<file path="config.mk">
export PLATFORM = sky130hd
export DESIGN_NAME = dpram_fifo_ctrl_flat
export DESIGN_NICKNAME = d
export VERILOG_FILES = /design/src/rtl/dpram_fifo_pkg.sv /design/src/rtl/dpram_fifo_ctrl_if.sv /design/src/rtl/dpram_fifo_skid.sv /design/src/rtl/dpram_fifo_ctrl.sv /design/src/flat_wrapper.sv
export SDC_FILE = /design/constraint.sdc
export NUM_CORES = 1
export LEC_CHECK = 0
export CAP_MARGIN = 10
export CELL_PAD_IN_SITES_DETAIL_PLACEMENT = 1
export CELL_PAD_IN_SITES_GLOBAL_PLACEMENT = 1
export CORE_MARGIN = 3
export CORE_UTILIZATION = 36
export DETAILED_ROUTE_END_ITERATION = 8
export GPL_ROUTABILITY_DRIVEN = 0
export MAX_ROUTING_LAYER = met4
export PLACE_DENSITY_LB_ADDON = 0.1
export SLEW_MARGIN = 10
export SYNTH_ARGS = -nofsm -noshare
export SYNTH_HDL_FRONTEND = slang
export SYNTH_SLANG_ARGS = --single-unit
</file>
<file path="constraint.sdc">
create_clock -name clk -period 5.1 [get_ports clk]
set_input_delay 0.765 -clock clk [delete_from_list [all_inputs] [get_ports clk]]
set_output_delay 0.765 -clock clk [all_outputs]
set_load 0.05 [all_outputs]
</file>
<file path="src/rtl/dpram_fifo_pkg.sv">
// Shared constants and types for the dual-port-RAM FIFO controller and its skid buffer.
package dpram_fifo_pkg;

  localparam int DATA_W_DEF = 8;
  localparam int ADDR_W_DEF = 6;
  localparam int DEPTH      = 1 << ADDR_W_DEF;
  localparam int SKID_DEPTH = 2;

  typedef logic [ADDR_W_DEF:0] level_t;

endpackage

</file>
<file path="src/rtl/dpram_fifo_ctrl_if.sv">
// Producer/consumer valid-ready stream bundle for dpram_fifo_ctrl.
interface dpram_fifo_ctrl_if
  import dpram_fifo_pkg::*;
#(
  parameter int DATA_W = DATA_W_DEF
);

  logic              in_valid;
  logic              in_ready;
  logic [DATA_W-1:0] in_data;
  logic              out_valid;
  logic              out_ready;
  logic [DATA_W-1:0] out_data;

  modport slave (
    input  in_valid, in_data, out_ready,
    output in_ready, out_valid, out_data
  );

  modport master (
    output in_valid, in_data, out_ready,
    input  in_ready, out_valid, out_data
  );

endinterface

</file>
<file path="src/rtl/dpram_fifo_skid.sv">
// Two-entry registered skid buffer catching RAM read data; head drives the consumer stream.
module dpram_fifo_skid
  import dpram_fifo_pkg::*;
#(
  parameter int DATA_W = DATA_W_DEF
) (
  input  logic              clk,
  input  logic              rst_n,
  input  logic              cap_vld_p1,
  input  logic [DATA_W-1:0] cap_data_p1,
  input  logic              pop,
  output logic [DATA_W-1:0] head_data,
  output logic              head_vld,
  output logic [1:0]        occ
);

  logic [DATA_W-1:0] skid_p2 [SKID_DEPTH];
  logic              wr_idx;
  logic              rd_idx;
  logic [1:0]        occ_q;

  // Stage p1 -> p2: capture RAM read data; the credit rule upstream keeps occupancy <= 2
  always_ff @(posedge clk or negedge rst_n) begin
    if (!rst_n) begin
      for (int i = 0; i < SKID_DEPTH; i++) skid_p2[i] <= '0;
      wr_idx <= 1'b0;
      rd_idx <= 1'b0;
      occ_q  <= '0;
    end else begin
      if (cap_vld_p1) begin
        skid_p2[wr_idx] <= cap_data_p1;
        wr_idx          <= ~wr_idx;
      end
      if (pop) rd_idx <= ~rd_idx;
      case ({cap_vld_p1, pop})
        2'b10:   occ_q <= occ_q + 2'd1;
        2'b01:   occ_q <= occ_q - 2'd1;
        default: occ_q <= occ_q;
      endcase
    end
  end

  assign head_data = skid_p2[rd_idx];
  assign head_vld  = (occ_q != 2'd0);
  assign occ       = occ_q;

endmodule

</file>
<file path="src/rtl/dpram_fifo_ctrl.sv">
// FIFO controller over a 1-write/1-read dual-port RAM with a 2-entry output skid.
// Optional almost_full/almost_empty outputs are enabled by defining DPRAM_FIFO_ALMOST_EN.
module dpram_fifo_ctrl
  import dpram_fifo_pkg::*;
#(
  parameter int DATA_W = DATA_W_DEF,
  parameter int ADDR_W = ADDR_W_DEF
`ifdef DPRAM_FIFO_ALMOST_EN
  ,
  parameter int AF_THRESH = 56,
  parameter int AE_THRESH = 8
`endif
) (
  input  logic                clk,
  input  logic                rst_n,
  dpram_fifo_ctrl_if.slave    strm,
  output logic [DATA_W-1:0]   ram_data1,
  output logic [ADDR_W-1:0]   ram_adr1,
  output logic                ram_we1,
  output logic [DATA_W-1:0]   ram_data2,
  output logic [ADDR_W-1:0]   ram_adr2,
  output logic                ram_we2,
  input  logic [DATA_W-1:0]   ram_q2,
  output logic [ADDR_W:0]     level,
  output logic                ovf_err
`ifdef DPRAM_FIFO_ALMOST_EN
  ,
  output logic                almost_full,
  output logic                almost_empty
`endif
);

  localparam int             DEPTH_L  = 1 << ADDR_W;
  localparam logic [ADDR_W:0] FULL_LVL = (ADDR_W + 1)'(DEPTH_L);

  logic [ADDR_W-1:0] wr_ptr;
  logic [ADDR_W-1:0] rd_ptr;
  logic [ADDR_W:0]   level_q;
  logic [ADDR_W:0]   level_next;
  logic              inflight_vld_p1;
  logic              ovf_q;
  logic              in_ready_w;
  logic              push;
  logic              pop_out;
  logic              rd_issue;
  logic [2:0]        credit;
  logic [1:0]        skid_occ;
  logic              head_vld;
  logic [DATA_W-1:0] head_data;

  // in_ready looks only at registered level, so a same-cycle pop never frees a slot early
  assign in_ready_w = rst_n && (level_q != FULL_LVL);
  assign push       = strm.in_valid && in_ready_w;
  assign pop_out    = head_vld && strm.out_ready;

  // Words already in flight or held in the skid must leave room for one more read
  assign credit   = {2'b00, inflight_vld_p1} + {1'b0, skid_occ} - {2'b00, pop_out};
  assign rd_issue = (level_q != '0) && (credit < 3'(SKID_DEPTH));

  always_comb begin
    level_next = level_q;
    case ({push, rd_issue})
      2'b10:   level_next = level_q + 1'b1;
      2'b01:   level_next = level_q - 1'b1;
      default: level_next = level_q;
    endcase
  end

  // Stage p0 -> p1: pointer/level update and read issue into the RAM's registered port
  always_ff @(posedge clk or negedge rst_n) begin
    if (!rst_n) begin
      wr_ptr          <= '0;
      rd_ptr          <= '0;
      level_q         <= '0;
      inflight_vld_p1 <= 1'b0;
      ovf_q           <= 1'b0;
    end else begin
      if (push)     wr_ptr <= wr_ptr + 1'b1;
      if (rd_issue) rd_ptr <= rd_ptr + 1'b1;
      level_q         <= level_next;
      inflight_vld_p1 <= rd_issue;
      if (strm.in_valid && !in_ready_w) ovf_q <= 1'b1;
    end
  end

  dpram_fifo_skid #(
    .DATA_W (DATA_W)
  ) u_skid (
    .clk         (clk),
    .rst_n       (rst_n),
    .cap_vld_p1  (inflight_vld_p1),
    .cap_data_p1 (ram_q2),
    .pop         (pop_out),
    .head_data   (head_data),
    .head_vld    (head_vld),
    .occ         (skid_occ)
  );

  assign strm.in_ready  = in_ready_w;
  assign strm.out_valid = head_vld;
  assign strm.out_data  = head_data;

  assign ram_data1 = strm.in_data;
  assign ram_adr1  = wr_ptr;
  assign ram_we1   = push;
  assign ram_data2 = '0;
  assign ram_adr2  = rd_ptr;
  assign ram_we2   = 1'b0;

  assign level   = level_q;
  assign ovf_err = ovf_q;

`ifdef DPRAM_FIFO_ALMOST_EN
  // Stage p0 -> p1: thresholds track the level that becomes visible on the same edge
  always_ff @(posedge clk or negedge rst_n) begin
    if (!rst_n) begin
      almost_full  <= 1'b0;
      almost_empty <= 1'b1;
    end else begin
      almost_full  <= (level_next >= (ADDR_W + 1)'(AF_THRESH));
      almost_empty <= (level_next <= (ADDR_W + 1)'(AE_THRESH));
    end
  end
`endif

endmodule

</file>
<file path="src/flat_wrapper.sv">
// flat-port wrapper written by rule: the top's interface ports become plain ports
module dpram_fifo_ctrl_flat import dpram_fifo_pkg::*;
#(
  parameter int DATA_W = DATA_W_DEF,
  parameter int ADDR_W = ADDR_W_DEF

)
  (clk, rst_n, ram_data1, ram_adr1, ram_we1, ram_data2, ram_adr2, ram_we2, ram_q2, level, ovf_err, strm_in_valid, strm_in_data, strm_out_ready, strm_in_ready, strm_out_valid, strm_out_data);
  dpram_fifo_ctrl_if #(.DATA_W(DATA_W)) strm_i ();
  input  logic clk;
  input  logic rst_n;
  output logic [DATA_W-1:0] ram_data1;
  output logic [ADDR_W-1:0] ram_adr1;
  output logic ram_we1;
  output logic [DATA_W-1:0] ram_data2;
  output logic [ADDR_W-1:0] ram_adr2;
  output logic ram_we2;
  input  logic [DATA_W-1:0] ram_q2;
  output logic [ADDR_W:0] level;
  output logic ovf_err;
  input wire logic [$bits(strm_i.in_valid)-1:0] strm_in_valid;
  input wire logic [$bits(strm_i.in_data)-1:0] strm_in_data;
  input wire logic [$bits(strm_i.out_ready)-1:0] strm_out_ready;
  output wire logic [$bits(strm_i.in_ready)-1:0] strm_in_ready;
  output wire logic [$bits(strm_i.out_valid)-1:0] strm_out_valid;
  output wire logic [$bits(strm_i.out_data)-1:0] strm_out_data;
  assign strm_i.in_valid = strm_in_valid;
  assign strm_i.in_data = strm_in_data;
  assign strm_i.out_ready = strm_out_ready;
  assign strm_in_ready = strm_i.in_ready;
  assign strm_out_valid = strm_i.out_valid;
  assign strm_out_data = strm_i.out_data;
  dpram_fifo_ctrl #(.DATA_W(DATA_W), .ADDR_W(ADDR_W)) u_core (.clk(clk), .rst_n(rst_n), .strm(strm_i), .ram_data1(ram_data1), .ram_adr1(ram_adr1), .ram_we1(ram_we1), .ram_data2(ram_data2), .ram_adr2(ram_adr2), .ram_we2(ram_we2), .ram_q2(ram_q2), .level(level), .ovf_err(ovf_err));
endmodule
</file>
Word level (Yosys, flattened, before mapping)
Cells that the tools add are included.
- bits in registers: 41
- output and inout bits: 48
- logic and storage cells: 50
- add/subtract/negate cells: 8
- $lt $le $gt $ge: 4
- equal/unequal tests: 5
- mux-type cells: 8
- bitwise gates (word level): 4
- reduce and logical (&&, ||, !) cells: 11
- operators by type and width (operator ; count):
    $mux W8 ; 4
    $bwmux W16 ; 1
    $pmux W7 S2 ; 1
    $add A6 B1 Y6 const B ; 2
    $demux W8 S1 ; 1
    $add A7 B1 Y7 const B ; 1
    $ne A7 B7 Y1 const B ; 1
    $reduce_bool A7 Y1 ; 1
    $sub A7 B1 Y7 const B ; 1
    $logic_and A1 B1 Y1 ; 6
    $reduce_bool A2 Y1 ; 3
    $eq A2 B1 Y1 const B ; 2
    $eq A2 B2 Y1 const B ; 2
    $ge A2 B2 Y1 const B ; 2
    $not A1 Y2 ; 2
    $pmux W2 S2 ; 1
    $add A1 B2 Y3 ; 1
    $lt A3 B2 Y1 const B ; 1
    $sub A3 B1 Y3 ; 1
    $add A2 B1 Y2 const B ; 1
    $lt A2 B1 Y1 const B ; 1
    $not A1 Y1 ; 2
    $sub A2 B1 Y2 const B ; 1
    $logic_not A1 Y1 ; 1

Logic depth before layout (Yosys ltp)
Gate-level depths: netlist (run 1).
- depth in word-level cells: 7
- mapped depth: 14
- depth with buffers taken out: 13

Modules after synthesis
A second synthesis (run 1) with hierarchy kept.
- cells, all modules: 184
- area, all modules: 2205.9 µm²
- by module, submodules not included (module ; times used ; cells each ; area each (µm²)):
    dpram_fifo_ctrl ; 1 ; 128 ; 1342.5
    dpram_fifo_skid ; 1 ; 56 ; 863.3

Least setup slack after synthesis (run 1)
Ideal clock, no wire load.
- kind: flip-flop to flip-flop
- start: register u_core.u_skid.occ_q[1], in the netlist u_core.u_skid.occ[1]
- end: register u_core.level_q[6], in the netlist u_core.level[6]
- library setup time: 0.142 ns
- data arrival time: 3.933 ns
- data required time: 4.958 ns
- setup slack: 1.024 ns
- cell stages (with the launch flop): 15
- clock period less this slack: 4.076 ns
- path through: dfrtp_1 -> or2_2 -> and2_1 -> ha_1 -> nand2b_1 -> fa_1 -> xnor2_1 -> o311a_1 -> buf_6 -> ha_1 -> ha_1 -> or4b_2 -> o31ai_1 -> a311oi_1 -> xnor2_1
- longest elaborated chain between the ends: 7
- elaborated cells on any way between the ends: 10
- classes of those cells: add/sub (2); order compare (1); eq/ne (2); mux (1); reduce/logical (4)
- ends and longest elaborated chain (item ; line ; text):
    from (decl) ; dpram_fifo_skid.sv:20 ; logic [1:0] occ_q;
    from (signal assigned) ; dpram_fifo_skid.sv:36 ; 2'b10: occ_q <= occ_q + 2'd1;
    from (signal assigned) ; dpram_fifo_skid.sv:37 ; 2'b01: occ_q <= occ_q - 2'd1;
    from (signal assigned) ; dpram_fifo_skid.sv:38 ; default: occ_q <= occ_q;
    $reduce_bool A2 Y1 * ; dpram_fifo_skid.sv:44 ; assign head_vld = (occ_q != 2'd0);
    via strm_out_valid ; flat_wrapper.sv:25 ; output wire logic [$bits(strm_i.out_valid)-1:0] strm_out_valid;
    $logic_and A1 B1 Y1 * ; dpram_fifo_ctrl.sv:54 ; assign pop_out = head_vld && strm.out_ready;
    via u_core.pop_out ; dpram_fifo_ctrl.sv:44 ; logic pop_out;
    $sub A3 B1 Y3 * ; dpram_fifo_ctrl.sv:57 ; assign credit = {2'b00, inflight_vld_p1} + {1'b0, skid_occ} - {2'b00, pop_out};
    $lt A3 B2 Y1 * ; dpram_fifo_ctrl.sv:58 ; assign rd_issue = (level_q != '0) && (credit < 3'(SKID_DEPTH));
    $logic_and A1 B1 Y1 * ; dpram_fifo_ctrl.sv:58 ;
    via u_core.rd_issue ; dpram_fifo_ctrl.sv:45 ; logic rd_issue;
    $eq A2 B1 Y1 or $eq A2 B2 Y1 (tied branches) ; dpram_fifo_ctrl.sv:62 ; case ({push, rd_issue})
    $pmux W7 S2 or $reduce_bool A2 Y1 (tied branches) ; - ;
    to (signal assigned) ; dpram_fifo_ctrl.sv:80 ; level_q <= level_next;
    to (decl) ; dpram_fifo_ctrl.sv:38 ; logic [ADDR_W:0] level_q;
The timed path passes the listed nets; every way through them passes the cells marked *.
A chain may end at the register's enable or synchronous reset.

Final worst setup path (run 1)
- start: input port strm_out_ready
- end: register u_core.level_q[6], in the netlist u_core.level[6]
- longest elaborated chain between the ends: 6
- elaborated cells on any way between the ends: 8
- classes of those cells: add/sub (1); order compare (1); eq/ne (2); mux (1); reduce/logical (3)
- ends and longest elaborated chain (item ; line ; text):
    from (decl) ; flat_wrapper.sv:23 ; input wire logic [$bits(strm_i.out_ready)-1:0] strm_out_ready;
    $logic_and A1 B1 Y1 * ; dpram_fifo_ctrl.sv:54 ;
    via u_core.pop_out ; dpram_fifo_ctrl.sv:44 ;
    $sub A3 B1 Y3 * ; dpram_fifo_ctrl.sv:57 ;
    $lt A3 B2 Y1 * ; dpram_fifo_ctrl.sv:58 ;
    $logic_and A1 B1 Y1 * ; dpram_fifo_ctrl.sv:58 ;
    $eq A2 B1 Y1 or $eq A2 B2 Y1 (tied branches) ; dpram_fifo_ctrl.sv:62 ;
    $pmux W7 S2 or $reduce_bool A2 Y1 (tied branches) ; - ;
Marked as above.

==> results of run 1 <==
==> layer usage <==
layer / part of all wire (%) / global-route usage [%] / wire, µm
met4: 1.7 / 5.41 / 76
met3: 3.7 / 2.37 / 170
met1: 43 / 16.8 / 1970
met2: 52 / 24.9 / 2360
met5: 0 / - / 0
==> worst paths after layout <==
kind / slack (ps) / start / end
hold reg to reg: 470 / u_core.ram_adr1[5] / u_core.ram_adr1[5]
setup / recovery: 920 / strm_out_ready / u_core.level[6]
hold / removal: 470 / u_core.ram_adr1[5] / u_core.ram_adr1[5]
max in group asynchronous: 4130 / rst_n / u_core.u_skid.occ[0]
min in group asynchronous: 620 / rst_n / u_core.u_skid.wr_idx
setup reg to reg: 1000 / u_core.u_skid.occ[1] / u_core.level[6]
==> cell type report <==
class	instances	area share, %
clock buffer	7	3.19
sequential	41	37.9
inverter	4	0.555
timing repair buffer	44	15.9
multi-input combinational	122	38.0
clock inverter	1	1.11
tap	72	3.33
==> cell usage in the layout, fill, tap and decap left out, drive strengths merged, types with 6 or more instances in the layout <==
cell / netlist / layout
nand2: 10 / 10
nor2: 6 / 6
dfrtp: 41 / 41
clkdlybuf4s50: 0 / 41
mux2: 27 / 27
clkbuf: 3 / 7
conb: 1 / 9
xnor2: 12 / 12
ha: 10 / 10
xor2: 8 / 8
==> metrics by stage <==
stage                     utilization, %  setup WS [ps]  instances
final                               47.4            915        291
after global routing                47.4            694        291
after CTS                           47.4            916        291
after detailed placement            45.4            620        283
after global placement              45.4            750        283
after floorplan                        -           1020        188
==> registers in the layout (all words and copies together), names as in the netlist, 2 cells and up <==
| register | count |
|---|---|
| u_core.level | 7 |
| u_core.ram_adr1 | 6 |
| u_core.ram_adr2 | 6 |
| u_core.u_skid.occ | 2 |
| u_core.u_skid.skid_p2 | 16 |
==> cells by family (layout without fill, tap and decap cells) <==
| logic type | count (synthesis) | in the layout |
|---|---|---|
| compound gates | 21 | 21 |
| xor+xnor | 20 | 20 |
| fa+ha+maj | 12 | 12 |
| buf+inv | 25 | 56 |
| flops | 41 | 41 |
| mux | 27 | 27 |
| other cells | 1 | 9 |
| simple gates | 33 | 33 |
==> summary.md, run 1 <==
| Metric | Value |
|---|---|
| Chip height | `approximately 84 µm` |
| Chip width | `84.0 µm` |
| Clock Pin Slew Worst Setup and Hold Paths | `roughly 80 ps` |
| Final Setup Violations | `0` |
| Async set-or-reset flop fraction in the synthesized netlist | `100%` |
| Cell family with most CP delay | `adder cells` |
| Critical Path AT | `4360 ps` |
| Hold_buf cts | `0` |
| Row count | `27` |
| DP HPWL | `3450 µm` |
| Clock Path Buffers | `2` |
| FF/Latch Area | `a little over 1000 µm²` |
| Synth Area in Adders | `7.54%` |
| Synth Area in XOR/XNOR | `8.00%` |
| Largest area contributor in the netlist | `dfrtp_1` |
| Final nets | `250` |
| Simple-gate share of the synthesized area | `between 8 and 9%` |
| CTS tree | `yes` |
| Post-Syn Instances | `180` |
| Htree depth | `2` |
| Drt total wl | `4580 µm` |
| Cell count along the critical path | `13` |
| First-pass iteration count of the detailed router | `3` |
| Main combinational cell family by area after synthesis | `multiplexers` |
| GRT overflow | `0` |
| Worst clock skew | `between 3 and 4 ps` |
| Area grow syn2layout | `23.6%` |
| RSZ-0062 raised after global routing | `no` |
| Hold Crit Class | `flip-flop to flip-flop` |
| IO Port Bufs | `42` |
| Worst Setup Path Type | `primary input to flip-flop` |
| Crit share post-route | `82.1%` |
| Post-DRT Antenna Nets | `0` |
| CTS buffer count | `5` |
| Post-synthesis mux area share | `14.1%` |
| Final Hold Viols | `0` |
| Synthesis-stage register bit count | `41` |
| CP max-delay cell | `or4b_2` |
| Io pins | `68` |
| First-pass GRT wire length | `~8000 µm` |
| Multi-input gate area | `1030 µm²` |
| Main synth FF type | `dfrtp_1` |
| Initial antenna violation count | `0` |
| Vias in the first global route | `1628` |
| Avg Vias per Cell | `5.01` |
| CP Cell Sequence | `clkdlybuf4s50_1 -> and2_1 -> ha_1 -> nand2b_1 -> fa_1 -> xnor2_1 -> o311a_1 -> ha_1 -> ha_1 -> or4b_2 -> o31ai_1 -> a311oi_1 -> xnor2_1` |
| Design area | `2710 µm²` |
| Hold slack | `473 ps` |
| Most area-consuming cells after synthesis | `dfrtp_1 (47%), mux2_2 (13%), buf_4 (5.8%)` |
| Post-synth EDFFs | `0` |
| Register area share after synthesis | `46.9%` |
| Cell Area, Synth | `2190 µm²` |
| GRT Resource Usage Total | `14.4%` |
| R2R depth | `13` |
| Detailed-route DRC error count | `0` |
| Outcome | `finished clean` |
| Diode count | `0` |
| Fin. max-slew vios | `0` |
| Bufs and invs on worst path | `1` |
| Slew HR | `52.3%` |
| Placed cell areas | `roughly 2600 µm²` |
| Critical path peak fanout | `10` |
| WHS Path Cells | `1` |
| Top-count cell post-synth | `dfrtp_1` |
| Syn Area/Cell | `12.2 µm²` |
| Die area | `7050 µm²` |
| Cell mode on critical path | `ha_1` |
| Worst EP required | `~5300 ps` |
| Clk_lat worst skew | `290 ps` |
| Clock Sinks | `41` |
| YS warnings | `0` |
| Tightest Pin Transition | `712 ps` |
| Peak Freq | `0.239 GHz` |
| Root buffer cell | `clkbuf_8` |
| Yosys top cell area share | `46.9%` |
| CP peak stage delay | `650 ps` |
| Unique masters post-synth | `40` |
| Min Clock Period, post-route | `4180 ps` |
| Fill count | `610` |
| Synth top cells by count | `dfrtp_1 (41), mux2_2 (26), buf_4 (17), xnor2_1 (12), ha_1 (10)` |
| Pin count of the biggest net entering global routing | `42` |
| Max Cap Viol | `0` |
| Layout cells sized above 1 | `about a fifth` |
| Post-CTS Repair Setup Buffers | `0` |
| Initial core utilization | `38.4%` |
| Vias | `1459` |
| Initial DRC count | `32` |
| PostCTS Resize Cnt | `0` |
| Core area | `5710 µm²` |
| Complex-gate fraction of the synthesized area | `7.54%` |
| CP Launch Type | `primary input` |
| CP endpoint kind | `flip-flop` |
| Setup TNS | `0 ps` |
| Post-DR wirelength/cell | `15.7 µm` |
Power of run 1 is not shown: default switching activity piles up to over one toggle a cycle in this logic, so the estimate is an artifact.
==> run 2, diff against run 1 <==
- clock period: 5.1 -> 3.87 ns (I/O delays scaled with it)
==> run 2 against run 1 <==
Against the previous run: non-clock buffer count grew 10; hold slack lost 41 ps; via count grew 2.4%; first-iteration DRC count grew 16%; die area is the same; sequential share of layout area shrank 1.2 points; register-to-register slack lost 820 ps; flip-flop and latch count is the same; utilization grew 1.7 points; clock skew grew 1.0 ps.
==> summary.md, run 2 (synthesis gave the netlist of run 1 again) <==
| Metric | Value |
|---|---|
| Clock Pin Slew Worst Setup and Hold Paths | `80 ps (about the same)` |
| CP peak stage delay | `630 ps (-20 ps)` |
| R2R depth | `13 (unchanged)` |
| GRT overflow | `0 (unchanged)` |
| Slew HR | `53.6% (+1.3 points)` |
| Initial core utilization | `38.4% (unchanged)` |
| CTS tree | `yes` |
| Diode count | `0 (unchanged)` |
| Peak Freq | `between 0.2 and 0.3 GHz` |
| First-pass iteration count of the detailed router | `4 (+1)` |
| Cell family with most CP delay | `simple AND/OR/NAND/NOR gates` |
| CP Launch Type | `flip-flop` |
| Row count | `27 (unchanged)` |
| Chip height | `84.0 µm (unchanged)` |
| Drt total wl | `4900 µm (+7.0%)` |
| CP Cell Sequence | `or2_4 -> and2_1 -> ha_1 -> nand2b_1 -> fa_1 -> xnor2_1 -> o311a_1 -> ha_4 -> ha_1 -> or4b_2 -> o31ai_1 -> a311oi_1 -> xnor2_1` |
| Cell count along the critical path | `13 (unchanged)` |
| Reg2reg start | `u_core.u_skid.occ[0]` |
| Bufs and invs on worst path | `0 (-1)` |
| Layout cells sized above 1 | `25.8% (+4.8 points)` |
| Initial DRC count | `37 (+16%)` |
| Biggest register | `u_core.u_skid.skid_p2` |
| Detailed-route DRC error count | `0 (unchanged)` |
| Min Clock Period, post-route | `approximately 3700 ps` |
| Worst Setup Path Type | `flip-flop to flip-flop` |
| Clock Sinks | `41 (unchanged)` |
| Clk_lat worst skew | `290 ps (about the same)` |
| Max reg flops | `16 (unchanged)` |
| Clock Path Buffers | `2 (unchanged)` |
| Fill count | `590 (-3.3%)` |
| R2R setup slack | `180 ps (-820 ps)` |
| Hold_buf cts | `0 (unchanged)` |
| Max Cap Viol | `0 (unchanged)` |
| Hold slack | `432 ps (-41.2 ps)` |
| Post-DRT Antenna Nets | `0 (unchanged)` |
| Initial antenna violation count | `0 (unchanged)` |
| Die area | `7050 µm² (unchanged)` |
| Vias in the first global route | `1693 (+4.0%)` |
| Reg2reg end | `u_core.level[6]` |
| Fin. max-slew vios | `0 (unchanged)` |
| Worst EP required | `4040 ps (-1230 ps)` |
| Worst clock skew | `4.58 ps (+1.04 ps)` |
| CP endpoint kind | `flip-flop` |
| Root buffer cell | `clkbuf_8` |
| Pin count of the biggest net entering global routing | `42 (unchanged)` |
| IO Port Bufs | `42 (unchanged)` |
| Area grow syn2layout | `27.9%` |
| Htree depth | `2 (unchanged)` |
| Post-DR wirelength/cell | `16.3 µm (+3.5%)` |
| Avg Vias per Cell | `4.96 (-1.0%)` |
| Critical path peak fanout | `6 (-4)` |
| Post-CTS Repair Setup Buffers | `0 (unchanged)` |
| GRT Resource Usage Total | `14.7% (+0.23 points)` |
| First-pass GRT wire length | `8180 µm (+2.2%)` |
| Tightest Pin Transition | `693 ps (-19.0 ps)` |
| Core area | `5710 µm² (unchanged)` |
| Hold Crit Class | `primary input to asynchronous set/reset pin` |
| Outcome | `finished clean` |
| Critical Path AT | `3860 ps (-500 ps)` |
| CTS buffer count | `5 (unchanged)` |
| Chip width | `84.0 µm (unchanged)` |
| Most common cell after layout, fill and taps aside | `clkdlybuf4s50_1` |
| Vias | `1494 (+2.4%)` |
| DP HPWL | `3690 µm (+7.2%)` |
| Final Hold Viols | `0 (unchanged)` |
| Final nets | `260 (+4.0%)` |
| CP max-delay cell | `or4b_2` |
| Crit share post-route | `95.4%` |
| Final Setup Violations | `0 (unchanged)` |
| Finished Core Util | `49.1% (+1.7 points)` |
| Io pins | `68 (unchanged)` |
| Most frequent cells in the layout | `clkdlybuf4s50_1 (41), dfrtp_1 (40), mux2_2 (26), xnor2_1 (12), buf_4 (12)` |
-- run 2: cell types whose count changed in the layout (fill, tap and decap cells not counted), sizes merged --
cell | before | now
buf | 3 | 13
clkbuf | 7 | 6
clkinvlp | 0 | 1
-- run 2: metal layers --
metal | up-vias | track usage, % | part of all wire, %
li1 | 694 | - | -
met1 | 761 | 16.5 | 42
met2 | 31 | 26.4 | 54
met3 | 8 | 2.47 | 3.4
met4 | 0 | 4.68 | 0.41
met5 | - | - | 0
-- run 2: final cells by class --
type	instances	area [µm²]	share of cell area, %
flip-flops and latches	41	1030	36.7
clock buffers	6	82.6	2.95
well taps	72	90.1	3.22
repair buffers	54	505	18.0
multi-input cells	122	1040	37.2
inverters	4	15.0	0.536
clock inverters	2	37.5	1.34
-- run 2: repair_timing --
item                       in CTS  in global routing
hold endpoints to repair        0                  0
setup endpoints to repair       0                  2
gates resized for setup         0                  3
-- run 2: worst max-delay path by stage --
| stage | startpoint | end | slack (ps) |
|---|---|---|---|
| 4_1_cts | u_core.u_skid.occ[1] | u_core.level[6] | 140 |
| 3_5_place_dp | strm_out_ready | u_core.level[6] | -110 |
| 2_1_floorplan | u_core.u_skid.occ[1] | u_core.level[6] | 20 |
| 6_report | u_core.u_skid.occ[0] | u_core.level[6] | 180 |
| 5_1_grt | u_core.u_skid.occ[1] | u_core.level[6] | -20 |
| 3_3_place_gp | strm_out_ready | u_core.level[6] | 20 |
-- run 2: per-stage QoR --
stage	setup TNS (ps)	instances	worst slack, ps	area (µm²)
CTS	0	301	139	2790
finish	0	301	179	2800
global placement	0	293	24.7	2670
floorplan	0	188	19.6	2220
global route	-15.8	301	-15.8	2800
detailed placement	-114	293	-114	2670
-- run 2: worst register-to-register path: cells and delay by family, from the launching register on --
family / cells / cell delay [ps]
simple gates: 4 / 1240
fa+ha+maj: 4 / 1140
flops: 1 / 440
compound gates: 3 / 440
xor+xnor: 2 / 330
Power of run 2 is left out for the same reason.
